===== src/rtl/image_proc_pkg.sv =====
// Shared types, address map, state encoding and preset kernels for the
// convolution configuration path.
package image_proc_pkg;

   localparam int NUM_COEF  = 25;
   localparam int COEF_BITS = 7;
   localparam int MOD_BITS  = 6;
   localparam int SUM_BITS  = 12;

   typedef logic signed [COEF_BITS-1:0] coef_t;
   typedef coef_t [NUM_COEF-1:0] kernel_t;

   localparam logic [4:0] ADDR_MOD_R  = 5'd25;
   localparam logic [4:0] ADDR_MOD_G  = 5'd26;
   localparam logic [4:0] ADDR_MOD_B  = 5'd27;
   localparam logic [4:0] ADDR_DIV    = 5'd28;
   localparam logic [4:0] ADDR_PRESET = 5'd30;
   localparam logic [4:0] ADDR_COMMIT = 5'd31;

   typedef enum logic [1:0] {
      ST_IDLE,
      ST_SUM,
      ST_PEND,
      ST_COMMIT
   } seq_state_t;

   localparam coef_t C_Z  = 7'sd0;
   localparam coef_t C_P1 = 7'sd1;
   localparam coef_t C_P2 = 7'sd2;
   localparam coef_t C_P4 = 7'sd4;
   localparam coef_t C_P8 = 7'sd8;
   localparam coef_t C_M1 = -7'sd1;

   // All presets are point-symmetric, so element ordering in the packed
   // concatenation matches index order either way.
   localparam kernel_t KERNEL_IDENTITY = {{12{C_Z}}, C_P1, {12{C_Z}}};
   localparam kernel_t KERNEL_BLUR     = {{6{C_Z}}, C_P1, C_P2, C_P1, {2{C_Z}},
                                          C_P2, C_P4, C_P2, {2{C_Z}},
                                          C_P1, C_P2, C_P1, {6{C_Z}}};
   localparam kernel_t KERNEL_LAPLACE  = {{6{C_Z}}, C_M1, C_M1, C_M1, {2{C_Z}},
                                          C_M1, C_P8, C_M1, {2{C_Z}},
                                          C_M1, C_M1, C_M1, {6{C_Z}}};

   localparam logic [MOD_BITS-1:0] MOD_ONE = MOD_BITS'(1);

   function automatic logic signed [SUM_BITS-1:0] sext_coef(input logic [COEF_BITS-1:0] c);
      return {{(SUM_BITS-COEF_BITS){c[COEF_BITS-1]}}, c};
   endfunction

   // A zero modifier would be a divisor of zero in divide mode.
   function automatic logic [MOD_BITS-1:0] guard_mod(input logic [MOD_BITS-1:0] m,
                                                     input logic div);
      return (div && (m == '0)) ? MOD_ONE : m;
   endfunction

endpackage


===== src/rtl/kernel_preset_rom.sv =====
// Combinational table of the built-in kernels, indexed by a 2-bit select.
module kernel_preset_rom
   import image_proc_pkg::*;
(
   input  logic [1:0] sel,
   output kernel_t    kernel
);

   always_comb begin
      case (sel)
         2'd1:    kernel = KERNEL_BLUR;
         2'd2:    kernel = KERNEL_LAPLACE;
         default: kernel = KERNEL_IDENTITY;
      endcase
   end

endmodule


===== src/rtl/kernel_config_sequencer.sv =====
// Shadow/active configuration bank with frame-synchronous commit.
// Define KERNEL_PRESET_EN to enable whole-kernel preset loads at address 30.
module kernel_config_sequencer
   import image_proc_pkg::*;
(
   input  logic                       clk_25_vga,
   input  logic                       rst_n,
   input  logic                       cfg_valid,
   output logic                       cfg_ready,
   input  logic [4:0]                 cfg_addr,
   input  logic [COEF_BITS-1:0]       cfg_data,
   input  logic                       vga_ready,
   input  logic                       vga_end,
   output kernel_t                    curr_kernel,
   output logic [MOD_BITS-1:0]        r_mod,
   output logic [MOD_BITS-1:0]        g_mod,
   output logic [MOD_BITS-1:0]        b_mod,
   output logic                       div_flag,
   output logic signed [SUM_BITS-1:0] kernel_sum,
   output logic                       kernel_zero,
   output logic                       busy,
   output logic                       commit_done
);

   localparam logic [4:0] LAST_IDX = 5'(NUM_COEF - 1);

   seq_state_t                 state, next_state;
   logic [4:0]                 sum_idx;
   logic signed [SUM_BITS-1:0] acc;
   kernel_t                    sh_kernel;
   logic [MOD_BITS-1:0]        sh_r, sh_g, sh_b;
   logic                       sh_div;
   logic                       wr_en;

`ifdef KERNEL_PRESET_EN
   kernel_t preset_kernel;

   kernel_preset_rom u_preset_rom (
      .sel    (cfg_data[1:0]),
      .kernel (preset_kernel)
   );
`endif

   always_ff @(posedge clk_25_vga or negedge rst_n) begin
      if (!rst_n) state <= ST_IDLE;
      else        state <= next_state;
   end

   always_comb begin
      next_state = state;
      cfg_ready  = 1'b0;
      case (state)
         ST_IDLE: begin
            cfg_ready = 1'b1;
            if (cfg_valid && (cfg_addr == ADDR_COMMIT)) next_state = ST_SUM;
         end
         ST_SUM:    if (sum_idx == LAST_IDX) next_state = ST_PEND;
         ST_PEND:   if (vga_end && vga_ready) next_state = ST_COMMIT;
         ST_COMMIT: next_state = ST_IDLE;
         default:   next_state = ST_IDLE;
      endcase
   end

   assign busy  = (state != ST_IDLE);
   assign wr_en = cfg_valid && cfg_ready;

   always_ff @(posedge clk_25_vga or negedge rst_n) begin
      if (!rst_n) begin
         sh_kernel <= KERNEL_IDENTITY;
         sh_r      <= MOD_ONE;
         sh_g      <= MOD_ONE;
         sh_b      <= MOD_ONE;
         sh_div    <= 1'b0;
      end else if (wr_en) begin
         if (cfg_addr < ADDR_MOD_R) sh_kernel[cfg_addr] <= cfg_data;
         case (cfg_addr)
            ADDR_MOD_R: sh_r   <= cfg_data[MOD_BITS-1:0];
            ADDR_MOD_G: sh_g   <= cfg_data[MOD_BITS-1:0];
            ADDR_MOD_B: sh_b   <= cfg_data[MOD_BITS-1:0];
            ADDR_DIV:   sh_div <= cfg_data[0];
            ADDR_PRESET: begin
`ifdef KERNEL_PRESET_EN
               sh_kernel <= preset_kernel;
`endif
            end
            default: ;
         endcase
      end
   end

   // One shadow tap per cycle while summing; cleared whenever idle.
   always_ff @(posedge clk_25_vga or negedge rst_n) begin
      if (!rst_n) begin
         sum_idx <= '0;
         acc     <= '0;
      end else if (state == ST_IDLE) begin
         sum_idx <= '0;
         acc     <= '0;
      end else if (state == ST_SUM) begin
         acc     <= acc + sext_coef(sh_kernel[sum_idx]);
         sum_idx <= sum_idx + 5'd1;
      end
   end

   always_ff @(posedge clk_25_vga or negedge rst_n) begin
      if (!rst_n) begin
         curr_kernel <= KERNEL_IDENTITY;
         r_mod       <= MOD_ONE;
         g_mod       <= MOD_ONE;
         b_mod       <= MOD_ONE;
         div_flag    <= 1'b0;
         kernel_sum  <= SUM_BITS'(1);
         kernel_zero <= 1'b0;
         commit_done <= 1'b0;
      end else begin
         commit_done <= 1'b0;
         if (state == ST_COMMIT) begin
            curr_kernel <= sh_kernel;
            r_mod       <= guard_mod(sh_r, sh_div);
            g_mod       <= guard_mod(sh_g, sh_div);
            b_mod       <= guard_mod(sh_b, sh_div);
            div_flag    <= sh_div;
            kernel_sum  <= acc;
            kernel_zero <= (acc == '0);
            commit_done <= 1'b1;
         end
      end
   end

endmodule


===== config.mk =====
export PLATFORM = sky130hd
export DESIGN_NAME = kernel_config_sequencer
export DESIGN_NICKNAME = d
export VERILOG_FILES = /design/src/rtl/image_proc_pkg.sv /design/src/rtl/kernel_preset_rom.sv /design/src/rtl/kernel_config_sequencer.sv
export SDC_FILE = /design/constraint.sdc
export NUM_CORES = 1
export LEC_CHECK = 0
export CORE_ASPECT_RATIO = 0.7
export CORE_MARGIN = 3
export CORE_UTILIZATION = 50
export CTS_BUF_LIST = sky130_fd_sc_hd__clkbuf_16
export DETAILED_ROUTE_END_ITERATION = 10
export PLACE_DENSITY = 0.76
export SLEW_MARGIN = 20
export SYNTH_ARGS = -nofsm -noshare
export SYNTH_HDL_FRONTEND = slang
export SYNTH_SLANG_ARGS = --single-unit

===== constraint.sdc =====
create_clock -name clk_25_vga -period 3.82 [get_ports clk_25_vga]
set_clock_uncertainty 0.05 [all_clocks]
set_input_delay 0.382 -clock clk_25_vga [delete_from_list [all_inputs] [get_ports clk_25_vga]]
set_output_delay 0.382 -clock clk_25_vga [all_outputs]
set_load 0.03 [all_outputs]

---- Word level (Yosys, flattened, before mapping) ----
Index checks and enable logic that the tools add are counted.
storage, ports and cells
  output and inout port bits .............. 210
  word-level logic and storage cells ...... 120
  latch bits .............................. 0
  memory bits (read-only) ................. 0
  memories ................................ 0
  memory bits (writable) .................. 0
  register bits after elaboration ......... 421
operators by class
  reductions and logical operators ........ 20
  equality and inequality tests ........... 12
  multiplexer cells ....................... 18
  $lt $le $gt $ge ......................... 4
  add/subtract/negate cells ............... 2
  div/mod/pow operators ................... 0
  shift-type cells ........................ 0
  bitwise logic cells ..................... 0
  multiply operators ...................... 0
operator list
  cell                 count
  $bwmux 175           1
  $bmux 7 s5           1
  $demux 7 s5          1
  $eq 5x5->1 const B   6
  $mux 12              2
  $logic_not 6->1      3
  $mux 6               3
  $mux 7               2
  $add 12x7->12        1
  $logic_not 12->1     1
  $lt 5x6->1 const B   2
  $mux 5               2
  $reduce_and 2->1     5
  $pmux 2 s4           1
  $logic_and 1x1->1    7
  $mux 2               3
  $ne 2x2->1 const B   3
  $add 5x1->5 const B  1
  $ge 5x1->1 const B   1
  $lt 5x5->1 const B   1
  $eq 2x2->1 const B   2
  $reduce_bool 2->1    2
  $reduce_and 3->1     1
  $eq 2x1->1 const B   1
  2 further kinds      3

---- Depth between registers and ports, before layout ----
Gate-level depths: netlist of run 1.
  depth in word-level cells ............... 5
  depth in mapped cells ................... 15
  depth with buffers taken out ............ 12

---- Worst setup path after synthesis of run 1 ----
No wires, ideal clock.
  path type ............................... register to register
  start ................................... reg sum_idx[0]
  end ..................................... reg acc[10]
  data arrival time ....................... 3.810 ns
  clock period less this slack ............ 3.959 ns
  setup time .............................. 0.099 ns
  path slack .............................. -0.139 ns
  data required time ...................... 3.671 ns
  stages on the path, launching flop included .. 16
  path through ............................ dfrtp_1 > buf_6 > buf_6 > buf_2 > mux4_2 > mux2i_1 > o21ai_0 > mux2_2 > ha_1 > fa_1 > a21o_1 > a21oi_1 > o21bai_1 > a2111oi_0 > o21ai_0 > a311oi_1
on the way
  longest elaborated chain between the ends .. 5
ends and longest elaborated chain
  what                          line                            RTL
  from (decl)                   kernel_config_sequencer.sv:28   logic [4:0] sum_idx;
  from (signal assigned)        kernel_config_sequencer.sv:101  sum_idx <= sum_idx + 5'd1;
  $bmux 7 s5                    kernel_config_sequencer.sv:100  acc <= acc + sext_coef(sh_kernel[sum_idx]);
  $mux 7 (not written as such)  kernel_config_sequencer.sv:100
  $add 12x7->12                 kernel_config_sequencer.sv:100
  $mux 12                       kernel_config_sequencer.sv:99   end else if (state == ST_SUM) begin
  $mux 12                       kernel_config_sequencer.sv:96   end else if (state == ST_IDLE) begin
  to (signal assigned)          kernel_config_sequencer.sv:100
  to (decl)                     kernel_config_sequencer.sv:29   logic signed [SUM_BITS-1:0] acc;
No other way between the ends. The select of a mux whose other input is x is not followed.
A chain may end at the register's enable or synchronous reset.

---- Worst setup path after layout of run 1 ----
Same ends and word-level chain as after synthesis.

==> metrics.txt, run 1 <==
status=finished clean; Initial Util=51.38%; LEAKAGE=10.65 nW; placed cell area=21080 um^2; CP endpoint=acc[10]; CP Capture Type=flip-flop; FF-to-FF setup slack=0.02 ns; Post-synth EDFFs=0; DRT Pass-1 Iters=5; post-synthesis instance total=between 1000 and 1500; fraction of registers with async set/reset=100.0%; XOR/XNOR share of the synthesized area=0.4848%; Final Net Count=1454; TritonCTS Buffers=40; Worst VDD drop=roughly 0.46 mV; critical path required time=4.22 ns; Reg-to-Reg End=acc[10]; FILL cells=2541; # DRC=0; multi-input combinational cell area=7318 um^2; CP Class=reg -> reg; Synth cell types=57; maximum clock path buffer count=3; synthesis-to-layout area growth=25.18%; mux cell area share after synthesis=32.33%; routed length per instance=24.33 um; crit path max fanout=6; crit path from=sum_idx[0]; reg2reg start=sum_idx[0]; Rows=57; Sequential Area=10550 um^2; Synth Net Count=1204; worst-margin pin slew=0.9721 ns; Cell Pwr Density=about 630 nW/um^2; routed vias/inst=5.783; max_slew headroom=34.99%; Die X-Extent=233.2 um; largest family of logic cells by synthesized area=multiplexers; register area share after synthesis=58.38%; RSZ-0062 raised after global routing=true; vias post-DR=roughly 11000; vias in the first global route=between 10000 and 15000; post-synthesis compound-gate area fraction=2.230%; max incr delay on CP=roughly 0.53 ns; Die Y=165.0 um; DRT antenna net count=0; layout cells sized above 1=41.35%; top_reg_cell synth=dfrtp_1; H-tree levels=2; Placed Cells=1838; CTS tree=yes; I/O pin count=227; grt total ovfl=0; Routed WL=46810 um; Period minus WS final=3.801 ns; WP data arrival=4.20 ns; clk_lat worst skew=0.55 ns; worst hold path type=in -> async; Post-Synth Adder-Cell Area=1.288%; Most common cell on crit path=mux4_2; first-pass GRT wire length=71460 um; Tot Pwr=14.27 mW; Final setup viols=0; Final Hold Vio Count=0; I/O Buffers=226; Reg2Reg Depth=12; post-synthesis register bit count=between 400 and 500; Slowest-stage cell, CP=mux4_2; fin cells=1924; Layout Utilization=64.32%; Die Footprint=38480 um^2; DP HPWL=32480 um; worst path cell trace=buf_12 > mux4_2 > mux4_2 > mux2_4 > ha_4 > fa_2 > a21o_1 > a21oi_2 > o21bai_4 > a2111oi_4 > o21ai_1 > a311oi_1; initial antenna violation count=1; pin count of the biggest net entering global routing=95; CP Launch Type=flip-flop; fmax=0.2631 GHz; Slew Viols, Final=0; core area=35160 um^2; Ys Warns=0; clk slew on worst S/H paths=0.06 ns; cell area after layout=22610 um^2; number of DRC markers in iteration 0=860; max-cap violations=0; Tcrit/Tclk final=99.50%; clk sinks=421; Total GRT Usage=24.49%; synthesized area=18060 um^2; Synth Area in Simple Gates=around 3.2%; clock tree root driver cell=clkbuf_16; routability cong.=0.8741; Avg Inst Size Synth=15.45 um^2
worst max-delay path: cells and delay by family, from the launching register on:
family                   cells  cell delay (ns)
AO/OA/AOI/OAI                6             1.20
adder cells (fa/ha/maj)      2             0.53
buffers and inverters        1             0.14
flip-flops                   1             0.45
multiplexers                 3             1.32
cell families (layout without fill, tap and decap cells):
| group | Yosys count | in the layout |
|---|---|---|
| buffers and inverters | 87 | 369 |
| xor gates and xnor gates | 10 | 10 |
| muxes | 465 | 465 |
| AOI/OAI and AO/OA | 59 | 59 |
| and+or+nand+nor | 109 | 109 |
| other | 0 | 1 |
| DFF | 421 | 421 |
| adders and majority gates | 18 | 18 |
synthesized netlist by cell type, drive strengths merged (5+ instances only):
master	number	area share, %
clkbuf	49	1.0
o21ai	13	0.36
nor4	6	0.21
inv	13	0.27
a21o	5	0.21
nor2	37	0.94
mux2i	12	0.66
ha	17	1.2
nand4	6	0.21
mux2	405	25
dfstp	9	1.3
nand2	21	0.44
nor2b	8	0.28
buf	25	0.78
mux4	48	6.4
dfrtp	412	57
a21oi	12	0.35
xnor2	7	0.34
nand3	13	0.36
flip-flops by register name, summed over array words and instances, names as in the netlist:
| signal | flops |
|---|---|
| acc | 12 |
| b_mod | 6 |
| commit_done | 1 |
| curr_kernel | 175 |
| div_flag | 1 |
| g_mod | 6 |
| kernel_sum | 12 |
| kernel_zero | 1 |
| r_mod | 6 |
| sh_b | 6 |
| sh_div | 1 |
| sh_g | 6 |
| sh_kernel | 175 |
| sh_r | 6 |
| state | 2 |
| sum_idx | 5 |
placed cells by master (no fill, tap or decap), types with 8 or more instances in the layout:
cell type,Yosys,final
ha_1,17,9
o21ai_0,13,9
clkinv_1,0,10
dfrtp_1,412,410
mux2i_1,12,12
nand2_1,21,21
nor2_2,12,12
nor2_1,25,25
buf_4,0,38
nor2b_1,8,8
a21oi_1,11,8
dfstp_2,9,9
mux4_2,28,41
buf_12,0,12
clkdlybuf4s50_1,0,223
mux2_2,398,393
inv_1,13,25
nand3_1,13,13
clkbuf_16,0,41
through the flow:
stage	setup slack (ns)	hold slack, ns	TNS [ns]
after global routing	-0.1017	0.3946	-0.1826
after CTS	-0.001375	0.3837	-0.002306
final	0.01922	0.3538	0
after global placement	-0.03777	0.3581	-0.04932
after detailed placement	-0.1953	0.3533	-0.4120
after floorplan	0.003274	0.03641	0
routing by layer:
layer  GRT usage [%]  share of wire (%)
met2           37.36                 46
met3           7.000                8.0
met1           35.29                 45
met4           5.229                1.6
met5               0                  0
repair_timing:
action	in CTS	in global routing
endpoints found under the hold margin	68	0
pin swaps	7	14
gates resized for setup	19	42
hold buffers	1	0
setup buffers	1	9
setup endpoints to repair	4	4
report_power, final:
| group | switching, mW | internal, mW | leakage [nW] |
|---|---|---|---|
| sequential | 0.591 | 5.16 | 5.78 |
| combinational | 2.46 | 2.22 | 4.21 |
| clock | 1.69 | 2.15 | 0.656 |
area by class of cell:
class	instances	share of cell area, %
sequential	421	46.65
multi-input combinational	661	32.36
timing repair buffer	282	12.63
clock buffer	41	4.537
tap	472	2.611
clock inverter	33	0.9848
inverter	13	0.2158
antenna	1	0.01107
worst min path at each step:
stage	from	to	slack, ns	cells past startpoint
floorplan	rst_n	acc[0]	0.04	0
CTS	rst_n	kernel_sum[7]	0.38	2
global route	rst_n	kernel_sum[7]	0.39	2
global placement	rst_n	kernel_sum[2]	0.36	1
finish	rst_n	kernel_sum[7]	0.35	2
detailed placement	rst_n	kernel_sum[7]	0.35	1
Note: power is estimated with default switching activity, not from simulation.
==> run 2: changes to the inputs <==
--- a/config.mk
+++ b/config.mk
@@ -11,7 +11,7 @@
 export CTS_BUF_LIST = sky130_fd_sc_hd__clkbuf_16
 export DETAILED_ROUTE_END_ITERATION = 10
 export PLACE_DENSITY = 0.76
-export SLEW_MARGIN = 20
+export SLEW_MARGIN = 5
 export SYNTH_ARGS = -nofsm -noshare
 export SYNTH_HDL_FRONTEND = slang
 export SYNTH_SLANG_ARGS = --single-unit
==> run 2 against run 1 <==
Effect of this change:
- the run now ends with setup timing left
- cell count decreased by 0.26%
- utilization is 0.23 points lower
- combinational power fell by 1%
- clock power rose by 1%
- worst setup slack got worse by 0.034 ns
- register-to-register slack got worse by 0.03 ns
- first-iteration DRC count is 3.6% higher
- non-clock buffer count is 5 lower
- hold slack improved by 0.0022 ns
- critical path depth unchanged
- power hardly changed
- count of clock-buffer cells in the layout grew 1
- critical path type unchanged
- largest power group unchanged
==> metrics.txt, run 2 (synthesized netlist as in run 1, its figures left out) <==
status=finished, violations left (was finished clean); Routed WL=46920 um (was 46810 um); crit path max fanout=5 (was 6); clk sinks=421 (unchanged); max incr delay on CP=0.59 ns (was 0.53 ns); pin count of the biggest net entering global routing=95 (unchanged); number of DRC markers in iteration 0=891 (was 860); Final Hold Vio Count=0 (unchanged); CP Class=reg -> reg (unchanged); commonest cells after routing, fill and taps aside=dfrtp_1 (410), mux2_2 (395), clkdlybuf4s50_1 (225) (was dfrtp_1 (410), mux2_2 (393), clkdlybuf4s50_1 (223)); max-cap violations=0 (unchanged); DRT Pass-1 Iters=5 (unchanged); vias post-DR=11050 (was 11130); critical path required time=4.20 ns (was 4.22 ns); TritonCTS Buffers=41 (was 40); synthesis-to-layout area growth=24.74% (was 25.18%); clk slew on worst S/H paths=0.06 ns (about the same); worst path cell trace=buf_12 > buf_4 > mux4_2 > mux4_2 > mux2_2 > ha_1 > a2111o_1 > o21ai_2 > o21ai_1 > a21boi_1 > a21o_1 > mux2_4 (was buf_12 > mux4_2 > mux4_2 > mux2_4 > ha_4 > fa_2 > a21o_1 > a21oi_2 > o21bai_4 > a2111oi_4 > o21ai_1 > a311oi_1); layout cells sized above 1=40.79% (was 41.35%); maximum clock path buffer count=3 (unchanged); leading cell type in the layout, fill and taps excluded=dfrtp_1 (unchanged); vias in the first global route=11430 (was 11500); I/O Buffers=226 (unchanged); CP Launch Type=flip-flop (unchanged); Cell Pwr Density=633.4 nW/um^2 (was 631.2 nW/um^2); Final setup viols=2 (was 0); grt total ovfl=0 (unchanged); CTS tree=yes (unchanged); reg2reg start=sum_idx[0] (unchanged); WP data arrival=4.21 ns (was 4.20 ns); H-tree levels=2 (unchanged); Slew Viols, Final=0 (unchanged); fin cells=1919 (was 1924); routability cong.=0.8741 (unchanged); Worst VDD drop=0.4174 mV (was 0.4568 mV); Die Footprint=38480 um^2 (unchanged); DP HPWL=32440 um (was 32480 um); routed vias/inst=5.760 (was 5.783); worst hold path type=in -> async (unchanged); Rows=57 (unchanged); Tcrit/Tclk final=100.4% (was 99.50%); fmax=0.2607 GHz (was 0.2631 GHz); I/O pin count=227 (unchanged); core area=35160 um^2 (unchanged); failing checks=setup timing; RSZ-0062 raised after global routing=true (unchanged); Period minus WS final=3.835 ns (was 3.801 ns); worst-margin pin slew=1.273 ns (was 0.9721 ns); Final Net Count=1450 (was 1454); clk_lat worst skew=0.55 ns (about the same); Final WS setup=-0.01528 ns (was 0.01922 ns); # DRC=0 (unchanged); initial antenna violation count=1 (unchanged); Total GRT Usage=24.69% (was 24.49%); crit path from=sum_idx[0] (unchanged); LEAKAGE=10.64 nW (was 10.65 nW); max_slew headroom=14.84% (was 34.99%); Initial Util=51.38% (unchanged); Slowest-stage cell, CP=mux4_2 (unchanged); DRT antenna net count=0 (unchanged); clock tree root driver cell=clkbuf_16 (unchanged); Die X-Extent=233.2 um (unchanged); setup TNS after final layout=-0.01666 ns (was 0 ns); Largest regs=curr_kernel (175), sh_kernel (175) (unchanged); Placed Cells=1838 (unchanged); Most common cell on crit path=mux4_2 (unchanged); CP Capture Type=flip-flop (unchanged); routed length per instance=24.45 um (was 24.33 um); Die Y=165.0 um (unchanged); Worst Hold Slack=0.3560 ns (was 0.3538 ns); first-pass GRT wire length=71860 um (was 71460 um)
-- run 2: cell type report --
cell class,instances,area (um^2)
fillers,2541,12630
flip-flops and latches,421,10550
multi-input cells,661,7269
repair buffers,277,2798
clock buffers,42,1051
well taps,472,590.6
clock inverters,30,220.2
inverters,13,48.80
diodes,3,7.507
-- run 2: through the flow --
stage / cell area (um^2) / setup WS (ns) / total power [mW] / utilization (%)
2_1_floorplan: 18080 / 0.003274 / 8.501 / -
3_3_place_gp: 21090 / -0.03777 / 10.25 / 59.97
3_5_place_dp: 21090 / -0.2106 / 10.33 / 59.97
4_1_cts: 22390 / -0.01936 / 14.29 / 63.68
5_1_grt: 22530 / -0.1289 / 14.91 / 64.08
6_report: 22530 / -0.01528 / 14.27 / 64.09
-- run 2: repair_timing --
item / in CTS / in global routing
pin swaps: 4 / 15
setup buffers: 0 / 5
setup endpoints to repair: 4 / 4
hold endpoints to repair: 68 / 0
hold buffers: 1 / 0
resized for setup: 20 / 26
-- run 2: worst paths after layout --
| check | slack [ns] | cells after the start | end |
|---|---|---|---|
| max in group asynchronous | 2.37 | 3 | b_mod[0] |
| min in group clk_25_vga | 0.45 | 2 | r_mod[0] |
| worst max-delay path | -0.02 | 12 | acc[11] |
| worst min register to register | 0.45 | 2 | r_mod[0] |
| worst min-delay path | 0.36 | 2 | kernel_sum[7] |
| worst max register to register | -0.02 | 12 | acc[11] |
-- run 2: per-layer routing --
metal	routed length (um)	GRT usage, %	vias up	share of wire [%]
li1	-	-	4765	-
met1	20950	36.20	5850	45
met2	21520	37.17	383	46
met3	3678	6.655	56	7.8
met4	771	5.425	0	1.6
met5	0	0	-	0
-- run 2: where the power goes --
part	leakage [nW]	total [mW]	internal, mW	switching [mW]
clock network	0.668	3.89	2.19	1.70
logic	4.19	4.63	2.18	2.46
registers	5.78	5.74	5.16	0.583
-- run 2: worst max-delay path: cells and delay by family, from the launching register on --
family          cells  cell delay [ns]
mux                 4             1.69
compound gates      5             1.03
flops               1             0.44
fa+ha+maj           1             0.26
buf+inv             2             0.24
